## src/rtl/matrix_fifo_ctrl.sv

```systemverilog
// Load/drain sequencer for one fifo_matrix: accepts an N x N matrix on a valid/ready stream,
// then replays it row-major with position tags. Define CTRL_TIMEOUT_EN to abort stalled loads.
module matrix_fifo_ctrl #(
    parameter int DW      = 8,
    parameter int NW      = 4,
    parameter int MAX_N   = 8,
    parameter int TIMEOUT = 1024
) (
    input  logic          clk,
    input  logic          rst,
    input  logic          start,
    input  logic [NW-1:0] N,
    input  logic          in_valid,
    input  logic [DW-1:0] in_data,
    output logic          in_ready,
    output logic          fifo_push,
    output logic          fifo_pop,
    output logic [DW-1:0] fifo_din,
    output logic [NW-1:0] fifo_N,
    input  logic          fifo_full,
    input  logic          fifo_empty,
    input  logic          fifo_ready,
    input  logic [DW-1:0] fifo_dout,
    output logic          out_valid,
    output logic [DW-1:0] out_data,
    output logic [NW-1:0] out_row,
    output logic [NW-1:0] out_col,
    output logic          out_last,
    input  logic          out_ready,
    output logic          busy,
    output logic          done,
    output logic          error
);

    typedef enum logic [2:0] {IDLE, LOAD, WAIT_RDY, POP, SHOW} state_t;

    localparam logic [NW:0] MAX_NV = (NW+1)'(MAX_N);

    state_t          state, state_nx;
    logic [NW-1:0]   n_q, row_q, col_q;
    logic [2*NW-1:0] ld_cnt, nn;
    logic [DW-1:0]   data_q;
    logic            held_q, err_q;
    logic            n_ok, load_ok, accept_in, last_load, overflow;
    logic            out_acc, col_end, last_elem, pop_err, to_hit, err_evt;

    assign n_ok      = (N != '0) && ({1'b0, N} <= MAX_NV);
    assign nn        = {{NW{1'b0}}, n_q} * {{NW{1'b0}}, n_q};
    assign load_ok   = (state == LOAD) && !fifo_full && (ld_cnt < nn);
    assign accept_in = load_ok && in_valid;
    assign last_load = accept_in && (ld_cnt == nn - 1'b1);
    assign overflow  = (state == LOAD) && fifo_full && in_valid && (ld_cnt < nn);
    assign out_acc   = (state == SHOW) && out_ready;
    assign col_end   = (col_q == n_q - NW'(1));
    assign last_elem = col_end && (row_q == n_q - NW'(1));
    assign pop_err   = (state == POP) && fifo_empty;
    assign err_evt   = ((state == IDLE) && start && !n_ok) || overflow || to_hit || pop_err;

`ifdef CTRL_TIMEOUT_EN
    localparam int TW = $clog2(TIMEOUT + 1);
    logic [TW-1:0] to_cnt;

    assign to_hit = (state == LOAD) && !in_valid && (to_cnt == TW'(TIMEOUT - 1));

    // Counts consecutive idle LOAD cycles; any cycle with in_valid restarts the count.
    always_ff @(posedge clk or posedge rst) begin
        if (rst) begin
            to_cnt <= '0;
        end else if (state != LOAD || in_valid) begin
            to_cnt <= '0;
        end else if (!to_hit) begin
            to_cnt <= to_cnt + TW'(1);
        end
    end
`else
    localparam int unused_timeout = TIMEOUT;
    assign to_hit = 1'b0;
`endif

    always_ff @(posedge clk or posedge rst) begin
        if (rst) begin
            state <= IDLE;
        end else begin
            state <= state_nx;
        end
    end

    always_comb begin
        state_nx = state;
        case (state)
            IDLE:     if (start && n_ok) state_nx = LOAD;
            LOAD: begin
                if (overflow || to_hit) state_nx = IDLE;
                else if (last_load)     state_nx = WAIT_RDY;
            end
            WAIT_RDY: if (fifo_ready) state_nx = POP;
            POP:      state_nx = fifo_empty ? IDLE : SHOW;
            SHOW:     if (out_ready) state_nx = last_elem ? IDLE : POP;
            default:  state_nx = IDLE;
        endcase
    end

    // Job bookkeeping: dimension, load count, output position, held output word.
    always_ff @(posedge clk or posedge rst) begin
        if (rst) begin
            n_q    <= '0;
            ld_cnt <= '0;
            row_q  <= '0;
            col_q  <= '0;
            data_q <= '0;
            held_q <= 1'b0;
            err_q  <= 1'b0;
        end else begin
            err_q  <= err_evt;
            held_q <= (state == SHOW) && !out_ready;
            if ((state == SHOW) && !held_q) begin
                data_q <= fifo_dout;
            end
            if ((state == IDLE) && start && n_ok) begin
                n_q    <= N;
                ld_cnt <= '0;
                row_q  <= '0;
                col_q  <= '0;
            end else if (to_hit) begin
                ld_cnt <= '0;
            end else if (accept_in) begin
                ld_cnt <= ld_cnt + 1'b1;
            end
            if (out_acc) begin
                if (col_end) begin
                    col_q <= '0;
                    row_q <= row_q + NW'(1);
                end else begin
                    col_q <= col_q + NW'(1);
                end
            end
        end
    end

    // The first SHOW cycle forwards fifo_dout directly; stalled cycles replay the captured copy.
    always_comb begin
        in_ready  = load_ok;
        fifo_push = accept_in;
        fifo_din  = accept_in ? in_data : '0;
        fifo_pop  = (state == POP) && !fifo_empty;
        fifo_N    = n_q;
        out_valid = (state == SHOW);
        out_data  = '0;
        out_row   = '0;
        out_col   = '0;
        out_last  = 1'b0;
        if (state == SHOW) begin
            out_data = held_q ? data_q : fifo_dout;
            out_row  = row_q;
            out_col  = col_q;
            out_last = col_end;
        end
        busy  = (state != IDLE);
        done  = out_acc && last_elem;
        error = err_q;
    end

endmodule

```

## config.mk

```make
export PLATFORM = sky130hd
export DESIGN_NAME = matrix_fifo_ctrl
export DESIGN_NICKNAME = d
export VERILOG_FILES = /design/src/rtl/matrix_fifo_ctrl.sv
export SDC_FILE = /design/constraint.sdc
export NUM_CORES = 1
export LEC_CHECK = 0
export ABC_AREA = 1
export CORE_ASPECT_RATIO = 1.75
export CORE_UTILIZATION = 46
export DETAILED_ROUTE_END_ITERATION = 6
export PLACE_DENSITY = 0.78
export SYNTH_ARGS = -nofsm -noshare
export SYNTH_HDL_FRONTEND = slang
export SYNTH_SLANG_ARGS = --single-unit
```

## constraint.sdc

```tcl
create_clock -name clk -period 3.62 [get_ports clk]
set_clock_uncertainty 0.05 [all_clocks]
set_input_delay 0.905 -clock clk [delete_from_list [all_inputs] [get_ports clk]]
set_output_delay 0.905 -clock clk [all_outputs]
set_load 0.01 [all_outputs]
```

* Word level (Yosys, flattened, before mapping)
Index checks and enable logic that the tools add are counted.
Storage, ports and cells: logic and storage cells 81, bits of input ports 28, output and inout bits 36, register bits after elaboration 33
Operators by class: reduce and logical (&&, ||, !) cells 32, order comparisons 2, muxes and demuxes 22, eq/ne operators 11, $mul 1, add/subtract/negate cells 5
Operators by type and width (count):
- $mux 8 | 5
- $mux 4 | 8
- $logic_and 1x1->1 | 19
- $mux 3 | 6
- $pmux 3 s5 | 1
- $add 4x1->4 const B | 2
- $add 8x1->8 const B | 1
- $eq 4x4->1 | 2
- $eq 8x8->1 | 1
- $lt 8x8->1 | 1
- $mul 4x4->8 | 1
- $sub 8x1->8 const B | 1
- $eq 3x2->1 const B | 2
- $logic_not 1->1 | 5
- $le 4x4->1 const B | 1
- $ne 2x1->1 const B | 2
- $reduce_and 4->1 | 1
- $reduce_bool 2->1 | 2
- $reduce_bool 4->1 | 1
- $sub 4x1->4 const B | 1
- $eq 3x1->1 const B | 1
- $eq 3x3->1 const B | 1
- $logic_not 3->1 | 1
- $ne 3x3->1 const B | 1
- other kinds (5) | 6

* Depth between registers and ports, before layout
Gate-level depths: netlist (run 1).
word-level depth 8, gate-level depth with buffers 21, gate-level depth less buffers 20

* Worst setup path after synthesis (run 1)
OpenSTA, ideal clock, no wires.
path type register to output, start register n_q[0], in the netlist fifo_N[0], end output fifo_din[0], arrival 2.833 ns, cell stages (with the launch flop) 18, data required time 2.665 ns, setup slack -0.168 ns, cell sequence dfrtp_1 inv_4 nor3_1 ha_1 nand3_1 nand3_1 nand2_1 inv_1 ha_1 a21oi_1 a21boi_0 nand2_1 nand2_2 nand3_4 nor2_4 inv_2 buf_6 nor2_1
Between the ends: cells in the longest elaborated chain, start to end 5
Ends and longest elaborated chain:
- from (decl) | RTL line 40 | logic [NW-1:0] n_q, row_q, col_q;
- from (signal assigned) | RTL line 106 | n_q <= '0;
- from (signal assigned) | RTL line 120 | n_q <= N;
- $mul 4x4->8 | RTL line 48 | assign nn = {{NW{1'b0}}, n_q} * {{NW{1'b0}}, n_q};
- $lt 8x8->1 | RTL line 49 | assign load_ok = (state == LOAD) && !fifo_full && (ld_cnt < nn);
- $logic_and 1x1->1 | RTL line 49
- $logic_and 1x1->1 | RTL line 50 | assign accept_in = load_ok && in_valid;
- $mux 8 | RTL line 144 | fifo_din = accept_in ? in_data : '0;
- to (decl) | RTL line 18 | output logic [DW-1:0] fifo_din,
Every way passes these cells.

* Worst setup path after layout (run 1)
start register n_q[0], in the netlist fifo_N[0], end output fifo_push
Between the ends: cells in the longest elaborated chain, start to end 4
Ends and longest elaborated chain:
- $mul 4x4->8 | RTL line 48
- $lt 8x8->1 | RTL line 49
- $logic_and 1x1->1 | RTL line 49
- $logic_and 1x1->1 | RTL line 50
- to (decl) | RTL line 16 | output logic fifo_push,
Every way passes these cells.

==> qor.yml, run 1 <==
power:
  p_leak_nw: 1.92
  ir_drop_mv: 0.396
  p_per_area_mw_per_mm2: 732
  p_total_mw: 2.79
clock_tree:
  insertion_delay_ps: 290
  cts_max_level: 2
  clkTransAtPathRegs_ps: 70
  cts_root_buffer: "clkbuf_8"
  numCtsBuffers: 5
  cts_buffer_depth: 2
  cts_sinks: 33
  cts_tree: "done"
placement:
  hpwl_mm: 5.39
  numPortBuffers: 63
  dp.cells: 536
  gp_congestion: 0.838
global_route:
  grt_use_total_pct: 25.6
  grt_max_degree: 34
  antenna_found_initial: 0
  first_global_vias: 2767
  grt_overflow: 0
  grt_pass1_wl_mm: 11.9
logic_synthesis:
  synth_cell_types: 39
  syn_area_mm2: 0.00269
  yosys.area.top_type_share_pct: 30.7
  syn-instance-count: 381
  synthFlopType: "dfrtp_1"
  synth.avg_cell_area_um2: 7.05
  async_flop_share_pct: 100
  synth_edf_count: 0
  synth.most_common_cell: "nand2_1"
  synth_warnings: 0
  synth_area_leader_cell: "dfrtp_1"
  synthTopCellsByArea: "dfrtp_1 (31%), nand2_1 (11%), inv_1 (9.8%), ha_1 (7.5%), nor2_1 (5.6%)"
  syn-num-nets: 426
  synth-seq-cells: 33
  yosysSeqAreaShare_pct: 30.7
  netlist_top_cells_count: "nand2_1 (78), inv_1 (70), nor2_1 (40)"
routing:
  wl_mm: 7.13
  firstDrtPassIters: 4
  drc: 0
  drt-wirelength-per-cell_um: 12.8
  drt_iter0_markers: 83
  ant_nets: 0
  viasPerCell: 4.95
  via_count: 2761
setup_path:
  cp_slowest_cell: "dfrtp_2"
  crit_fanout: 4
  arrival_ps: 2880
  r2r-end: "ld_cnt[5]"
  timing.rr.start: "fifo_N[0]"
  cp_common_cell: "nand2_2"
  crit_type: "reg2out"
  critPathTopFamily: "simple AND/OR/NAND/NOR gates"
  reg2reg_depth: 21
  critPathLaunchType: "flip-flop"
  cp-end-kind: "primary output"
  rrSetupSlack_ps: 470
  path_buf_inv: 5
  path_cells: "inv_4, nor3_4, ha_1, nand3_2, nand3_2, nand2_2, nand2_2, inv_2, ha_4, a21oi_2, a21boi_2, nand2_1, nand2_2, nand3_4, nor2_4, buf_4, buf_6, buf_6"
  slowest_delay_ps: 440
  worstPathRequired_ps: 2660
sta:
  rsz0062_at_grt: "true"
  period_share_pct: 106
  hold_viol: 0
  slew_viol_final: 0
  relSlewSlack_pct: 70.5
  worstMarginPinSlew_ps: 439
  period_needed_ps: 3840
  fin_ws_ps: -217
  setup_viol_count_final: 10
  fmax_ghz: 0.261
worst_hold_path:
  holdPathEnd: "row_q[2]"
  hold_path.startpoint: "row_q[2]"
  hp-class: "reg2reg"
  hold_path_depth: 1
layout:
  fillerInstances: 508
  diodes: 0
  instances_no_fill: 558
  post-route-util_pct: 68.2
  nets: 526
  drive_gt1_share_pct: 24.7
  area_growth_pct: 41.8
floorplanning:
  core_mm2: 0.00559
  ioPinCount: 64
  die_h_um: 103
  die-area_mm2: 0.00616
  initial_core_util_pct: 48.1
  rows: 36
  die_x_um: 59.8
flow_run:
  cap_violations: 0
outcome:
  violations: "negative setup slack"
  status: "finished, violations left"
## through the flow
| stage | hold WS (ps) | cell area (um2) | setup WS [ps] | setup TNS [ps] |
|---|---|---|---|---|
| 6_report | 457 | 3810 | -217 | -1780 |
| 5_1_grt | 472 | 3810 | -370 | -3480 |
| 4_1_cts | 454 | 3770 | -163 | -1440 |
| 3_5_place_dp | 444 | 3520 | -523 | -4850 |
| 3_3_place_gp | 445 | 3520 | -374 | -3590 |
| 2_1_floorplan | 411 | 2690 | -7.80 | -62.4 |
## power breakdown
group          total, mW  internal, mW  switching, mW
Combinational       1.90         0.858           1.04
Sequential         0.617         0.499          0.118
Clock              0.277         0.133          0.144
## logic make-up (layout without fill, tap and decap cells)
logic type               after synthesis  count (layout)  share of synthesized area (%)
AO/OA/AOI/OAI                         52              52                           10.7
XOR/XNOR                              12              12                           3.91
adder cells (fa/ha/maj)               17              17                           8.20
buffers and inverters                 85             186                           13.7
flip-flops                            33              33                           30.7
AND/OR/NAND/NOR                      182             182                           32.7
## worst register-to-register path, delay by kind of cell, from the launching register on
family | cells | cell delay [ps]
buf+inv | 6 | 620
fa+ha+maj | 2 | 460
compound gates | 2 | 290
flops | 1 | 440
simple gates | 11 | 1170
## flip-flops by register name, summed over array words and instances, names as in the netlist
| signal | count |
|---|---|
| ld_cnt | 8 |
| state | 3 |
| held_q | 1 |
| col_q | 4 |
| error | 1 |
| data_q | 8 |
| row_q | 4 |
| fifo_N | 4 |
## worst max-delay path by stage
| stage | from | end | slack [ps] | cells past startpoint |
|---|---|---|---|---|
| after global routing | fifo_N[0] | fifo_din[0] | -370 | 18 |
| after detailed placement | fifo_N[2] | fifo_din[4] | -520 | 17 |
| after CTS | fifo_N[0] | fifo_din[1] | -160 | 18 |
| after global placement | fifo_N[2] | fifo_din[5] | -370 | 17 |
| after floorplan | fifo_N[2] | fifo_din[0] | -8 | 18 |
| final | fifo_N[0] | fifo_push | -220 | 18 |
## cell type report
cell class	count	area [um2]	area share [%]
clock buffer	6	72.6	1.90
clock inverter	2	10.0	0.263
inverter	78	305	8.01
multi-input combinational	263	1620	42.5
sequential	33	830	21.8
tap	76	95.1	2.50
timing repair buffer	100	880	23.1
## what timing repair did
item / in CTS / in global routing
setup endpoints to repair: 11 / 11
setup buffers: 11 / 4
pin swaps: 13 / 1
gates resized for setup: 71 / 6
hold endpoints to repair: 0 / 0
hold buffers: 0 / 0
## per-layer routing
metal	part of all wire (%)	vias up	GRT usage, %
met2	56	63	49.8
met1	38	1282	26.3
li1	-	1401	-
met5	0	-	0
met4	2.3	0	10.7
met3	3.1	15	2.76
## placed cells by master (no fill, tap or decap), types with 10 or more instances in the layout
| cell | Yosys | routed |
|---|---|---|
| nand2_1 | 78 | 74 |
| a21oi_1 | 11 | 10 |
| dfrtp_1 | 33 | 30 |
| clkdlybuf4s50_1 | 0 | 51 |
| o21ai_0 | 27 | 27 |
| xor2_1 | 10 | 10 |
| ha_1 | 16 | 11 |
| nand3_1 | 26 | 23 |
| nor2_1 | 40 | 35 |
| buf_4 | 1 | 35 |
| inv_1 | 70 | 66 |
Power figures use the tool's default switching activity.
==> run 2, diff against run 1 <==
Settings changed: CTS_CLUSTER_DIAMETER set to 40, GPL_TIMING_DRIVEN set to 1.
Clock period 3.62 ns to 3.3 ns, I/O delays scaled along.
==> run 2 against run 1 <==
  * The flow still finishes with violations (negative setup slack)
  * Sequential power is 11% higher
  * Sequential share of layout area down 1.6 points
  * Via count is 4.7% higher
  * First-iteration DRC count is 13% lower
  * Die area is the same
  * Worst hold slack better by 20 ps
==> qor.yml, run 2 (synthesis results as in run 1) <==
sta:
  period_share_pct: 117
  worstMarginPinSlew_ps: 467
  fmax_ghz: 0.260
  hold_viol: 0
  setup_viol_count_final: 12
  slew_viol_final: 0
  fin_setup_tns_ps: -6030
  rsz0062_at_grt: "true"
  fin_ws_ps: -551
  relSlewSlack_pct: 68.8
  period_needed_ps: 3850
setup_path:
  slowest_delay_ps: 450
  critPathTopFamily: "simple AND/OR/NAND/NOR gates"
  worstPathRequired_ps: 2420
  crit_fanout: 5
  reg2reg_depth: 27
  cp-end-kind: "primary output"
  crit_start: "fifo_N[0]"
  crit_type: "reg2out"
  cp_slowest_cell: "dfrtp_2"
  critPathLaunchType: "flip-flop"
  cp_num_cells: 19
  timing.rr.start: "fifo_N[0]"
  cp_common_cell: "inv_4"
  r2r-end: "state[1]"
  path_buf_inv: 5
  rrSetupSlack_ps: -350
  arrival_ps: 2980
  cp-endpoint: "fifo_din[7]"
  path_cells: "inv_4, nor3_4, ha_1, nand3_2, nand3_2, nand2_2, nand2_4, inv_4, ha_4, a21oi_2, a21boi_2, nand2_1, nand2_2, nand3_4, nor2_4, buf_12, inv_4, nor2_4, buf_6"
routing:
  ant_nets: 0
  firstDrtPassIters: 4
  drt_iter0_markers: 72
  viasPerCell: 5.01
  drc: 0
  wl_mm: 7.75
  via_count: 2890
  drt-wirelength-per-cell_um: 13.4
layout:
  fillerInstances: 466
  area_growth_pct: 52.8
  instances_no_fill: 577
  drive_gt1_share_pct: 30.7
  final_cell_mix: "nand2_1 (70), inv_1 (66), clkdlybuf4s50_1 (51), buf_4 (49)"
  post-route-util_pct: 73.5
  nets: 545
  final_common_cell: "nand2_1"
  diodes: 0
  reg_top3: "data_q x8, ld_cnt x8"
placement:
  place_ws_ps: -772
  gp_congestion: 0.897
  numPortBuffers: 63
  dp.cells: 541
  hpwl_mm: 5.51
global_route:
  grt_pass1_wl_mm: 12.7
  grt_max_degree: 17
  first_global_vias: 3070
  grt_overflow: 0
  antenna_found_initial: 0
  grt_use_total_pct: 27.3
floorplanning:
  die_h_um: 103
  initial_core_util_pct: 48.1
  ioPinCount: 64
  rows: 36
  die-area_mm2: 0.00616
  core_mm2: 0.00559
  die_x_um: 59.8
outcome:
  status: "finished, violations left"
  violations: "negative setup slack"
clock_tree:
  cts_max_level: 2
  clkTransAtPathRegs_ps: 70
  cts_buffer_depth: 2
  ctsHoldBuffers: 0
  cts_root_buffer: "clkbuf_8"
  numCtsBuffers: 5
  cts_sinks: 33
  insertion_delay_ps: 300
  cts_tree: "done"
flow_run:
  cap_violations: 0
worst_hold_path:
  hp-class: "reg2reg"
  hold_path.startpoint: "row_q[2]"
power:
  p_leak_nw: 2.01
  ir_drop_mv: 0.361
  p_total_mw: 3.48
  p_per_area_mw_per_mm2: 847
==> run 2: worst min path at each step <==
stage,to,slack [ps],depth (start not counted)
2_1_floorplan,row_q[2],410,1
4_1_cts,row_q[2],470,1
3_3_place_gp,row_q[2],440,1
5_1_grt,row_q[2],500,1
6_report,row_q[2],480,1
3_5_place_dp,row_q[2],460,1
==> run 2: stage by stage <==
stage	hold WS, ps	cell area (um2)
after detailed placement	462	3630
after floorplan	411	2770
after global placement	442	3630
after CTS	472	4030
after global routing	504	4110
final	477	4110
==> run 2: what timing repair did <==
| action | 4_1_cts | 5_1_grt |
|---|---|---|
| endpoints found under the setup margin | 12 | 18 |
| endpoints found under the hold margin | 0 | 0 |
| buffers inserted | 26 | 6 |
| pin swaps | 23 | 25 |
| gates resized for setup | 82 | 21 |
| gates cloned | 1 | 0 |
==> run 2: layer usage <==
| metal | global-route usage [%] | vias up | routed length [um] |
|---|---|---|---|
| li1 | - | 1429 | - |
| met1 | 25.2 | 1356 | 2740 |
| met2 | 53.8 | 79 | 4410 |
| met3 | 2.89 | 26 | 246 |
| met4 | 17.0 | 0 | 347 |
| met5 | 0 | - | 0 |
==> run 2: cell type report <==
class                      instances  area [um2]  share of cell area (%)
multi-input combinational        263        1700                    41.4
tap                               76        95.1                    2.32
clock inverter                     2        10.0                   0.244
timing repair buffer             118        1080                    26.2
sequential                        33         830                    20.2
clock buffer                       6        72.6                    1.77
timing repair inverter             1        6.26                   0.152
inverter                          78         315                    7.68
==> run 2: report_power, final <==
group | switching, mW | internal (mW)
clock network | 0.163 | 0.146
logic | 1.29 | 1.19
registers | 0.134 | 0.547
==> run 3, diff against run 2 <==
Settings changed: CORE_MARGIN set to 3.
==> run 3 against run 2 <==
  * The run still ends with negative setup slack left
  * Via count down 0.69%
  * Worst hold slack got worse by 11 ps
  * Critical path type unchanged
  * Core utilization down 1.4 points
  * Power decreased by 3.3%
  * Clock power down 2%
==> qor.yml, run 3 (synthesis results as in run 1) <==
clock_tree:
  clkTransAtPathRegs_ps: 70
  cts_root_buffer: "clkbuf_8"
  cts_sinks: 33
  numCtsBuffers: 5
  cts_tree: "done"
  ctsHoldBuffers: 0
  cts_buffer_depth: 2
  insertion_delay_ps: 290
  cts_max_level: 2
floorplanning:
  die_x_um: 63.8
  core_mm2: 0.00563
  initial_core_util_pct: 47.7
  rows: 36
  ioPinCount: 64
  die-area_mm2: 0.00683
  die_h_um: 107
sta:
  period_needed_ps: 3810
  relSlewSlack_pct: 71.7
  slew_viol_final: 0
  fin_ws_ps: -515
  worstMarginPinSlew_ps: 424
  whs_ps: 465
  hold_viol: 0
  fin_setup_tns_ps: -4970
  fmax_ghz: 0.262
  rsz0062_at_grt: "true"
  period_share_pct: 116
  setup_viol_count_final: 10
placement:
  hpwl_mm: 5.69
  dp.cells: 543
  numPortBuffers: 63
  gp_congestion: 0.884
  place_ws_ps: -735
  dpl-instance-area_mm2: 0.00364
routing:
  drt_iter0_markers: 148
  viasPerCell: 5.07
  wl_mm: 7.74
  drc: 0
  via_count: 2870
  ant_nets: 0
  drt-wirelength-per-cell_um: 13.7
  firstDrtPassIters: 4
setup_path:
  crit_fanout: 5
  cp-end-kind: "primary output"
  worstPathRequired_ps: 2420
  arrival_ps: 2940
  critPathLaunchType: "flip-flop"
  crit_type: "reg2out"
outcome:
  status: "finished, violations left"
  violations: "negative setup slack"
layout:
  fillerInstances: 456
  nets: 534
  area_growth_pct: 51.1
  final_cell_mix: "nand2_1 (70), inv_1 (66), clkdlybuf4s50_1 (51), buf_4 (39)"
  instances_no_fill: 566
  final_area_mm2: 0.00406
  post-route-util_pct: 72.1
  reg_top3: "data_q x8, ld_cnt x8"
  drive_gt1_share_pct: 29.0
  diodes: 0
  final_common_cell: "nand2_1"
global_route:
  grt_pass1_wl_mm: 12.8
  grt_use_total_pct: 23.5
  grt_overflow: 0
  grt_max_degree: 34
  first_global_vias: 2966
  antenna_found_initial: 0
power:
  ir_drop_mv: 0.460
  p_leak_nw: 1.96
  p_per_area_mw_per_mm2: 828
  p_total_mw: 3.36
flow_run:
  cap_violations: 0
worst_hold_path:
  hp-class: "reg2reg"
## run 3: metal layers
layer	share of wire, %	GRT usage, %
met5	0	0
met4	3.0	10.8
met3	3.5	2.73
met2	59	47.3
met1	35	22.8
## run 3: final cells by class
cell class,instances,area (um2),area share [%]
clock buffers,6,72.6,1.79
repair inverters,1,6.26,0.154
clock inverters,2,10.0,0.247
flip-flops and latches,33,830,20.4
repair buffers,107,985,24.3
inverters,78,310,7.64
well taps,76,95.1,2.34
multi-input cells,263,1750,43.1
## run 3: report_power, final
group | switching, mW | internal (mW)
Clock | 0.156 | 0.146
Sequential | 0.136 | 0.547
Combinational | 1.28 | 1.09
Total | 1.57 | 1.79
## run 3: worst max-delay path, cell delays in order (launching register included)
cell and delay [ps]:
dfrtp_2 450, buf_6 130, ha_4 160, fa_2 390, nand2_2 90, inv_1 50, nor2_2 140, inv_2 80
ha_4 210, nand2_2 60, inv_1 40, a21boi_2 120, nand2_1 70, nand2_2 90, nand3_4 80, nor2_4 150
buf_12 120, inv_6 50, nor2_4 80, buf_6 100
## run 3: worst paths after layout
| kind | start | to | slack [ps] | cells past startpoint |
|---|---|---|---|---|
| hold / removal | row_q[2] | row_q[2] | 470 | 1 |
| min in group asynchronous | rst | col_q[2] | 880 | 3 |
| hold reg to reg | row_q[2] | row_q[2] | 470 | 1 |
| setup reg to reg | fifo_N[0] | state[1] | 190 | 22 |
| setup / recovery | fifo_N[0] | fifo_din[4] | -510 | 19 |
| max in group asynchronous | rst | fifo_N[2] | 2000 | 3 |
## run 3: what timing repair did
item / CTS / global route
setup buffers: 10 / 5
resized for setup: 82 / 26
gates cloned: 1 / 0
pin swaps: 17 / 14
endpoints found under the setup margin: 12 / 17
